--- src/rtl/temporal_lt_array_pkg.sv ---
// Shared types and constants for the race-logic less-than array.
package temporal_pkg;

    typedef enum logic [2:0] {
        IDLE,
        ARMED,
        FIRE,
        BLOCKED,
        DONE
    } lt_state_e;

    localparam int GAMMA_CYCLE_WIDTH_DEF = 16;
    localparam int PULSE_WIDTH_DEF       = 8;

    // Counter width able to hold 0..n-1, never narrower than one bit.
    function automatic int tw_of(input int n);
        return (n <= 2) ? 1 : $clog2(n);
    endfunction

endpackage

--- src/rtl/temporal_lt_array_if.sv ---
// Spike bus between column stages, the less-than array and downstream inhibit.
interface temporal_lt_array_if #(
    parameter int N_CH = 8,
    parameter int TW   = 4
);
    logic                      gamma_start;
    logic [N_CH-1:0]           a;
    logic [N_CH-1:0]           b;
    logic [N_CH-1:0]           q;
    logic [N_CH-1:0][TW-1:0]   a_time;
    logic [N_CH-1:0]           lt_flags;
    logic                      gamma_done;

    modport master (
        output gamma_start, a, b,
        input  q, a_time, lt_flags, gamma_done
    );

    modport slave (
        input  gamma_start, a, b,
        output q, a_time, lt_flags, gamma_done
    );
endinterface

--- src/rtl/temporal_lt_array_lt_channel.sv ---
// One a-vs-b race channel: edge detect, arbitration FSM and output pulse timer.
module lt_channel
    import temporal_pkg::*;
#(
    parameter int TW          = 4,
    parameter int PULSE_WIDTH = PULSE_WIDTH_DEF,
    parameter int TIE_PASS    = 0
) (
    input  logic          aclk,
    input  logic          grst,
    input  logic          gamma_start,
    input  logic          window_open,
    input  logic          window_close,
    input  logic [TW-1:0] gcnt,
    input  logic          a,
    input  logic          b,
    output logic          q,
    output logic          win,
    output logic          fired,
    output logic [TW-1:0] a_time
);
    localparam int PCW = tw_of(PULSE_WIDTH);

    lt_state_e      state_q, state_d;
    logic [PCW-1:0] pcnt_q, pcnt_d;
    logic [TW-1:0]  a_time_q, a_time_d;
    logic           fired_q, fired_d;
    logic           prev_a, prev_b;
    logic           a_rise, b_rise;

    assign a_rise = a & ~prev_a;
    assign b_rise = b & ~prev_b;

    always_ff @(posedge aclk or posedge grst) begin
        if (grst) begin
            state_q  <= IDLE;
            pcnt_q   <= '0;
            a_time_q <= '0;
            fired_q  <= 1'b0;
            prev_a   <= 1'b0;
            prev_b   <= 1'b0;
        end else begin
            state_q  <= state_d;
            pcnt_q   <= pcnt_d;
            a_time_q <= a_time_d;
            fired_q  <= fired_d;
            prev_a   <= a;
            prev_b   <= b;
        end
    end

    // gamma_start overrides every state, including edges seen in the same cycle.
    always_comb begin
        state_d  = state_q;
        pcnt_d   = pcnt_q;
        a_time_d = a_time_q;
        fired_d  = fired_q;
        win      = 1'b0;
        if (gamma_start) begin
            state_d  = ARMED;
            pcnt_d   = '0;
            a_time_d = '0;
            fired_d  = 1'b0;
        end else begin
            case (state_q)
                ARMED: begin
                    if (window_open && a_rise && (!b_rise || (TIE_PASS != 0))) begin
                        state_d  = FIRE;
                        win      = 1'b1;
                        fired_d  = 1'b1;
                        a_time_d = gcnt;
                        pcnt_d   = PCW'(PULSE_WIDTH - 1);
                    end else if (window_open && b_rise) begin
                        state_d = BLOCKED;
                    end else if (window_close) begin
                        state_d = DONE;
                    end
                end
                FIRE: begin
                    if (pcnt_q == '0) state_d = DONE;
                    else              pcnt_d  = pcnt_q - 1'b1;
                end
                BLOCKED: begin
                    if (window_close) state_d = DONE;
                end
                default: state_d = state_q;
            endcase
        end
    end

    assign q      = (state_q == FIRE);
    assign fired  = fired_q;
    assign a_time = a_time_q;

endmodule

--- src/rtl/temporal_lt_array.sv ---
// Multi-channel race-logic less-than: shared gamma window, result capture, done strobe.
module temporal_lt_array
    import temporal_pkg::*;
#(
    parameter int N_CH              = 8,
    parameter int GAMMA_CYCLE_WIDTH = GAMMA_CYCLE_WIDTH_DEF,
    parameter int PULSE_WIDTH       = PULSE_WIDTH_DEF,
    parameter int TIE_PASS          = 0
) (
    input  logic                aclk,
    input  logic                grst,
    temporal_lt_array_if.slave  bus
);
    localparam int TW = tw_of(GAMMA_CYCLE_WIDTH);

    logic [TW-1:0]           gcnt;
    logic                    window_open;
    logic                    window_close;
    logic                    gamma_done_q;
    logic [N_CH-1:0]         lt_flags_q;
    logic [N_CH-1:0][TW-1:0] a_time_q;
    logic [N_CH-1:0]         q_w, win_w, fired_w;
    logic [N_CH-1:0][TW-1:0] time_w;

    // A restart in the last open cycle aborts the window, so it never closes normally.
    assign window_close = window_open && (gcnt == TW'(GAMMA_CYCLE_WIDTH - 1)) && !bus.gamma_start;

    always_ff @(posedge aclk or posedge grst) begin
        if (grst) begin
            gcnt        <= '0;
            window_open <= 1'b0;
        end else if (bus.gamma_start) begin
            gcnt        <= '0;
            window_open <= 1'b1;
        end else if (window_close) begin
            window_open <= 1'b0;
        end else if (window_open) begin
            gcnt <= gcnt + 1'b1;
        end
    end

    // Capture includes a channel winning in the very last open cycle.
    always_ff @(posedge aclk or posedge grst) begin
        if (grst) begin
            gamma_done_q <= 1'b0;
            lt_flags_q   <= '0;
            a_time_q     <= '0;
        end else begin
            gamma_done_q <= window_close;
            if (window_close) begin
                for (int i = 0; i < N_CH; i++) begin
                    lt_flags_q[i] <= fired_w[i] | win_w[i];
                    a_time_q[i]   <= win_w[i] ? gcnt : time_w[i];
                end
            end
        end
    end

    for (genvar i = 0; i < N_CH; i++) begin : g_ch
        lt_channel #(
            .TW          (TW),
            .PULSE_WIDTH (PULSE_WIDTH),
            .TIE_PASS    (TIE_PASS)
        ) u_ch (
            .aclk         (aclk),
            .grst         (grst),
            .gamma_start  (bus.gamma_start),
            .window_open  (window_open),
            .window_close (window_close),
            .gcnt         (gcnt),
            .a            (bus.a[i]),
            .b            (bus.b[i]),
            .q            (q_w[i]),
            .win          (win_w[i]),
            .fired        (fired_w[i]),
            .a_time       (time_w[i])
        );
    end

    assign bus.q          = q_w;
    assign bus.lt_flags   = lt_flags_q;
    assign bus.a_time     = a_time_q;
    assign bus.gamma_done = gamma_done_q;

endmodule

--- src/flat_wrapper.sv ---
// flat-port wrapper written by rule: the top's interface ports become plain ports
module temporal_lt_array_flat import temporal_pkg::*;
#(
    parameter int N_CH              = 8,
    parameter int GAMMA_CYCLE_WIDTH = GAMMA_CYCLE_WIDTH_DEF,
    parameter int PULSE_WIDTH       = PULSE_WIDTH_DEF,
    parameter int TIE_PASS          = 0
)
  (aclk, grst, bus_gamma_start, bus_a, bus_b, bus_q, bus_a_time, bus_lt_flags, bus_gamma_done);
  temporal_lt_array_if #(.N_CH(N_CH), .TW((4))) bus_i ();
  input  logic aclk;
  input  logic grst;
  input wire logic [$bits(bus_i.gamma_start)-1:0] bus_gamma_start;
  input wire logic [$bits(bus_i.a)-1:0] bus_a;
  input wire logic [$bits(bus_i.b)-1:0] bus_b;
  output wire logic [$bits(bus_i.q)-1:0] bus_q;
  output wire logic [$bits(bus_i.a_time)-1:0] bus_a_time;
  output wire logic [$bits(bus_i.lt_flags)-1:0] bus_lt_flags;
  output wire logic [$bits(bus_i.gamma_done)-1:0] bus_gamma_done;
  assign bus_i.gamma_start = bus_gamma_start;
  assign bus_i.a = bus_a;
  assign bus_i.b = bus_b;
  assign bus_q = bus_i.q;
  assign bus_a_time = bus_i.a_time;
  assign bus_lt_flags = bus_i.lt_flags;
  assign bus_gamma_done = bus_i.gamma_done;
  temporal_lt_array #(.N_CH(N_CH), .GAMMA_CYCLE_WIDTH(GAMMA_CYCLE_WIDTH), .PULSE_WIDTH(PULSE_WIDTH), .TIE_PASS(TIE_PASS)) u_core (.aclk(aclk), .grst(grst), .bus(bus_i));
endmodule
--- config.mk ---
export PLATFORM = sky130hd
export DESIGN_NAME = temporal_lt_array_flat
export DESIGN_NICKNAME = d
export VERILOG_FILES = /design/src/rtl/temporal_lt_array_pkg.sv /design/src/rtl/temporal_lt_array_if.sv /design/src/rtl/temporal_lt_array_lt_channel.sv /design/src/rtl/temporal_lt_array.sv /design/src/flat_wrapper.sv
export SDC_FILE = /design/constraint.sdc
export NUM_CORES = 1
export LEC_CHECK = 0
export ABC_AREA = 1
export ABC_CLOCK_PERIOD_IN_PS = 2000
export CAP_MARGIN = 40
export CORE_MARGIN = 2
export CORE_UTILIZATION = 53
export DETAILED_ROUTE_END_ITERATION = 10
export HOLD_SLACK_MARGIN = 0.12
export PLACE_DENSITY = 0.85
export SETUP_SLACK_MARGIN = 0.02
export SLEW_MARGIN = 10
export SYNTH_ARGS = -nofsm -noshare
export SYNTH_HDL_FRONTEND = slang
export SYNTH_HIERARCHICAL = 1
export SYNTH_SLANG_ARGS = --single-unit
export TNS_END_PERCENT = 5
--- constraint.sdc ---
create_clock -name aclk -period 2 [get_ports aclk]
set_clock_uncertainty 0.2 [all_clocks]
set_input_delay 0.6 -clock aclk [delete_from_list [all_inputs] [get_ports aclk]]
set_output_delay 0.6 -clock aclk [all_outputs]
set_load 0.01 [all_outputs]
==> reports/metrics.yaml, run 1 <==
switchingPower_w: 0.00356
grt_pass1_wl_um: 31700
seq_area_frac_synth_pct: 45.8
synth_cell_types: 23
grt_max_degree: 31
layout-drive-gt1-share_pct: 25.2
synthArstFlopShare_pct: 100
drt_iter0_drc: 602
synth-adder-area-share_pct: 2.60
crit_arrival_ns: 1.22
combPwrFrac_pct: 32.7
final_util_pct: 69.3
synth.most_common_cell: "nand2_1"
grt_usage_pct: 24.5
yosys.area.top_type_share_pct: 45.8
nets: 1288
gp_congestion: 0.877
synth_compound_gate_area_share_pct: 9.36
syn_avg_cell_area_um2: 7.61
netlist_area_um2: 8190
drv_slew: 0
htree_levels: 4
drc: 0
synth_top_family_by_area: "simple AND/OR/NAND/NOR gates"
diodes: 0
postRouteAntennaNets: 0
setup_viol_count_final: 1
yosysWarningCount: 6
fp-row-count: 45
cts.hold.buffers_added: 0
die_w_um: 128
total_power_w: 0.0102
numCtsBuffers: 17
min_delay_path_depth: 2
cp-start-kind: "flip-flop"
hpwlAfterDp_um: 13400
num_vias: 7347
ys_top_cells_by_count: "nand2_1 (354), dfrtp_1 (150), nor2_1 (121), inv_1 (109), nand3_1 (58)"
whs_ns: 0.264
leakage_nw: 5.72
rr_worst_depth: 9
die_h_um: 128
required_ns: 1.20
pre_cts_ws_ns: -0.276
ioPinCount: 68
vias_per_cell: 5.06
outcome: "complete, but fails checks"
swShare_pct: 34.7
rsz0062_at_grt: "true"
grt_pass1_vias: 7079
violations: "negative setup slack"
fin_crit_sh_pct: 101
cts_sinks: 150
worst_slew_pin_slew_ns: 0.475
synth_fp_nets: 1112
initial_core_util_pct: 54.1
hold_class: "reg -> reg"
core_area_um2: 15100
ys_seq_elements: 150
worst-setup-path-type: "reg -> out"
path_max_fanout: 2
clkTransAtPathRegs_ns: 0.06
die_area_um2: 16500
power.density_nw_per_um2: 976
period_needed_ns: 2.02
cap_violations: 0
p_int_w: 0.00668
drtPass1Iterations: 5
hold_viol_final: 0
muxShareOfSynthArea_pct: 0
synth_edf_count: 0
routed_wl_um: 19200
cts_tree: "yes"
port_buffers: 67
clockBufferDepth: 2
grt_antenna_before_repair: 0
syn_inst: 1076
grt-ovfl-total: 0
synth_xor_area_share_pct: 0.855
ir_worst_vdd_uv: 661
pwr-share-seq_pct: 36.3
max_freq_ghz: 0.495
maxSlewHeadroom_pct: 68.1
yosys.area_share.simple_pct: 33.3
yosys.area.top_type: "dfrtp_1"
synthFlopType: "dfrtp_1"
root_buffer: "clkbuf_16"
p_clk_share_pct: 31.0
end_kind: "output port"
wire_per_inst_um: 13.2
clock_latency_ns: 0.42
area_growth_pct: 28.1
fin_ws_ns: -0.0218
yosys-top-cells-area: "dfrtp_1 (46%), nand2_1 (16%), nor2_1 (5.5%), inv_1 (5.0%), a21oi_2 (4.2%)"
kinds of logic after synthesis:
kind of cell,count (synthesis)
AND/OR/NAND/NOR,617
buffers and inverters,160
flip-flops,150
AO/OA/AOI/OAI,124
adder cells (fa/ha/maj),17
XOR/XNOR,8
power by group through the flow:
stage	Sequential (W)	Combinational [W]	Clock, W
after floorplan	0.00379	0.00207	0
after global placement	0.00372	0.00305	0
after detailed placement	0.00374	0.00317	0
after CTS	0.00369	0.00320	0.00324
after global routing	0.00376	0.00378	0.00335
final	0.00372	0.00335	0.00318
final timing paths:
| path | from | to | slack [ns] |
|---|---|---|---|
| worst max-delay path | u_core/g_ch[4].u_ch/state_q[2]$_DFFE_PP0P_ | bus_q[4] | -0.02 |
| worst min-delay path | u_core/g_ch[7].u_ch/a_time[3]$_DFFE_PP0P_ | u_core/g_ch[7].u_ch/a_time[3]$_DFFE_PP0P_ | 0.26 |
| worst max register to register | u_core/gcnt[0]$_DFFE_PP0P_ | u_core/g_ch[4].u_ch/state_q[0]$_DFFE_PP0P_ | 0.12 |
| worst min register to register | u_core/g_ch[7].u_ch/a_time[3]$_DFFE_PP0P_ | u_core/g_ch[7].u_ch/a_time[3]$_DFFE_PP0P_ | 0.26 |
| max in group asynchronous | grst | u_core/gcnt[1]$_DFFE_PP0P_ | 0.92 |
| min in group asynchronous | grst | u_core/g_ch[0].u_ch/prev_a$_DFF_PP0_ | 0.45 |
worst max-delay path, stage by stage (launching register included):
cell and delay, ns:
dfrtp_1 0.40, nor2_2 0.13, nand2_1 0.08, inv_1 0.07, buf_2 0.12
cells in the final DEF, fill, tap and decap left out, types with 34 or more instances in the layout:
master,instances
nor2_1,121
dfrtp_1,148
dlygate4sd2_1,41
nand3_1,58
a21oi_2,41
buf_4,106
a21oi_1,49
inv_2,34
nand2_2,37
o21ai_0,34
nand2_1,349
inv_1,98
area by class of cell:
| class | count | area (µm²) |
|---|---|---|
| clock buffer | 21 | 470 |
| clock inverter | 11 | 125 |
| inverter | 136 | 514 |
| multi-input combinational | 766 | 3820 |
| sequential | 150 | 3760 |
| tap | 188 | 235 |
| fill | 1179 | 4650 |
| timing repair buffer | 181 | 1580 |
routing by layer:
layer,share of wire (%),GRT usage (%),vias to the layer above
met2,51,43.2,201
met1,43,29.7,3429
met4,2.2,10.6,0
li1,-,-,3678
met5,0,0,-
met3,4.3,4.07,39
flip-flops by register name (all words and copies together), names as in the netlist, 4 cells and up:
name	cells
u_core/gcnt	4
u_core/bus.a_time	32
u_core/g_ch.u_ch/prev_a	8
u_core/g_ch.u_ch/a_time	32
u_core/g_ch.u_ch/fired	8
u_core/g_ch.u_ch/pcnt_q	24
u_core/bus.lt_flags	8
u_core/g_ch.u_ch/prev_b	8
u_core/g_ch.u_ch/state_q	24
metrics by stage:
| step | cells | instance area, µm² | setup TNS (ns) |
|---|---|---|---|
| after floorplan | 1076 | 8210 | 0 |
| after global placement | 1416 | 9880 | -12.83 |
| after detailed placement | 1416 | 9880 | -15.93 |
| after CTS | 1448 | 10400 | -0.709 |
| after global routing | 1453 | 10500 | -0.410 |
| final | 1453 | 10500 | -0.0218 |
repair_timing:
| action | in CTS | in global routing |
|---|---|---|
| endpoints found under the setup margin | 49 | 13 |
| setup buffers | 0 | 5 |
| pin swaps | 0 | 9 |
| gates resized for setup | 68 | 31 |
(Power assumes the default switching activity.)
==> inputs of run 2 (changes only) <==
==> constraint.sdc (replaced) <==
create_clock -name aclk -period 2 [get_ports aclk]
set_clock_uncertainty 0.2 [all_clocks]
set_input_delay 0.6 -clock aclk [delete_from_list [all_inputs] [get_ports aclk]]
set_output_delay 0.6 -clock aclk [all_outputs]
set_load 0.1 [all_outputs]
==> run 2 against run 1 <==
The flow still finishes with violations (negative setup slack). Global-route usage is 1.3 points higher. First-iteration DRC count shrank 21%. Register-to-register slack got worse by 0.02 ns. Non-clock buffer count is 12 lower. Wire length rose by 3.3%. Cell area is 3.7% higher. Setup slack got worse by 0.11 ns. Clock-buffer cell count up 3. Sequential cell count unchanged. Critical path type unchanged. Hold slack gained 0.0032 ns. Die area is the same. Clock power shrank 9.1%.
==> reports/metrics.yaml, run 2 (same netlist as run 1, synthesis figures left out) <==
core_area_um2: 15100
crit_arrival_ns: 1.33
met3_usage_pct: 4.28
fill_cells: 1044
numCtsBuffers: 17
initial_core_util_pct: 54.1
drc: 0
fp-row-count: 45
clockBufferDepth: 2
drv_slew: 0
grt_max_degree: 38
vias_per_cell: 5.10
grt_pass1_wl_um: 33600
path_max_fanout: 2
power.density_nw_per_um2: 933
combPwrFrac_pct: 34.5
p_clk_share_pct: 28.5
hold_viol_final: 0
violations: "negative setup slack"
clock_latency_ns: 0.42
gp_congestion: 0.839
worst_slew_pin_slew_ns: 0.487
final_common_cell: "nand2_1"
period_needed_ns: 2.13
ioPinCount: 68
drtPass1Iterations: 5
required_ns: 1.20
postRouteAntennaNets: 0
met2_usage_pct: 45.0
outcome: "complete, but fails checks"
layout-drive-gt1-share_pct: 27.7
cts_tree: "yes"
die_w_um: 128
grt-ovfl-total: 0
leakage_nw: 5.64
dp.cells: 1387
rsz0062_at_grt: "true"
max_freq_ghz: 0.470
worst-setup-path-type: "reg -> out"
root_buffer: "clkbuf_16"
htree_levels: 4
maxSlewHeadroom_pct: 67.3
grt_usage_pct: 25.8
clkTransAtPathRegs_ns: 0.06
crit_chain: "nor2_4, nand2_2, inv_4, buf_12"
ir_worst_vdd_uv: 646
die_area_um2: 16500
gr-max-usage-layer: "met2"
slowest_delay_ns: 0.43
grt_pass1_vias: 7155
layout.cells.non_filler: 1438
cts.hold.buffers_added: 0
final_util_pct: 71.8
final_cell_area_um2: 10900
diodes: 0
fin_crit_sh_pct: 106
die_h_um: 128
use_met1_pct: 32.1
end_kind: "output port"
nets: 1276
dpl-instance-area_um2: 10100
grt_antenna_before_repair: 0
area_growth_pct: 32.8
hold_class: "reg -> reg"
port_buffers: 67
num_vias: 7340
wire_per_inst_um: 13.8
hpwlAfterDp_um: 13600
swShare_pct: 36.2
pwr-share-seq_pct: 37.0
switchingPower_w: 0.00367
routed_wl_um: 19900
p_int_w: 0.00648
drt_iter0_drc: 478
cp-start-kind: "flip-flop"
setup_viol_count_final: 8
fin_ws_ns: -0.129
total_power_w: 0.0101
cap_violations: 0
cpMaxStageDelayCell: "dfrtp_2"
final_cell_mix: "nand2_1 (346), dfrtp_1 (149), nor2_1 (121), buf_4 (95), inv_1 (94)"
cts_sinks: 150
run 2: cell types whose count changed in the layout (fill, tap and decap cells not counted), sizes merged:
cell / delta
bufinv: -1
clkbuf: +3
clkinvlp: -4
dlygate4sd2: -41
clkinv: -1
buf: +29
run 2: per-layer routing:
layer  part of all wire (%)  vias up  routed length, µm
li1                       -     3644                  -
met1                     41     3437               8060
met2                     52      218              10300
met3                    5.0       41                989
met4                    2.6        0                520
met5                      0        -                  0
run 2: layout make-up:
type	count	area [µm²]	area share [%]
Timing Repair Buffer	169	2020	18.6
Sequential cell	150	3750	34.5
Multi-Input combinational cell	766	3830	35.2
Inverter	136	517	4.75
Tap cell	188	235	2.16
Clock buffer	24	462	4.24
Clock inverter	5	52.6	0.483
run 2: final timing paths:
| check | startpoint | to | slack (ns) | cells after the start |
|---|---|---|---|---|
| worst max-delay path | u_core/g_ch[5].u_ch/state_q[2]$_DFFE_PP0P_ | bus_q[5] | -0.13 | 4 |
| worst min-delay path | u_core/g_ch[1].u_ch/a_time[0]$_DFFE_PP0P_ | u_core/g_ch[1].u_ch/a_time[0]$_DFFE_PP0P_ | 0.27 | 2 |
| worst min register to register | u_core/g_ch[1].u_ch/a_time[0]$_DFFE_PP0P_ | u_core/g_ch[1].u_ch/a_time[0]$_DFFE_PP0P_ | 0.27 | 2 |
| worst max register to register | u_core/g_ch[0].u_ch/state_q[1]$_DFFE_PP0P_ | u_core/bus.a_time[2]$_DFFE_PP0P_ | 0.10 | 8 |
| max in group asynchronous | grst | u_core/bus.a_time[14]$_DFFE_PP0P_ | 0.71 | 3 |
| min in group asynchronous | grst | u_core/g_ch[0].u_ch/prev_a$_DFF_PP0_ | 0.63 | 3 |
run 2: per-stage QoR:
step,setup slack [ns],TNS [ns],hold WS [ns]
after floorplan,-0.0556,-0.626,0.237
after detailed placement,-0.297,-16.78,0.253
after global placement,-0.229,-12.74,0.249
final,-0.129,-0.791,0.267
after global routing,-0.162,-1.18,0.296
after CTS,-0.115,-0.826,0.268
run 2: worst max-delay path, delay by kind of cell, from the launching register on:
family                 cells  cell delay [ns]
buffers and inverters      2             0.25
flip-flops                 1             0.43
AND/OR/NAND/NOR            2             0.22
run 2: power by group through the flow:
stage               Sequential, W  Clock [W]  Combinational, W
finish                    0.00375    0.00289           0.00351
global route              0.00379    0.00307           0.00394
global placement          0.00383          0           0.00291
floorplan                 0.00380          0           0.00221
CTS                       0.00372    0.00292           0.00343
detailed placement        0.00385          0           0.00303
run 2: repair_timing:
item	4_1_cts	5_1_grt
pin swaps	4	7
gates resized for setup	22	10
endpoints found under the setup margin	8	15
gates cloned	0	0
setup buffers	20	2
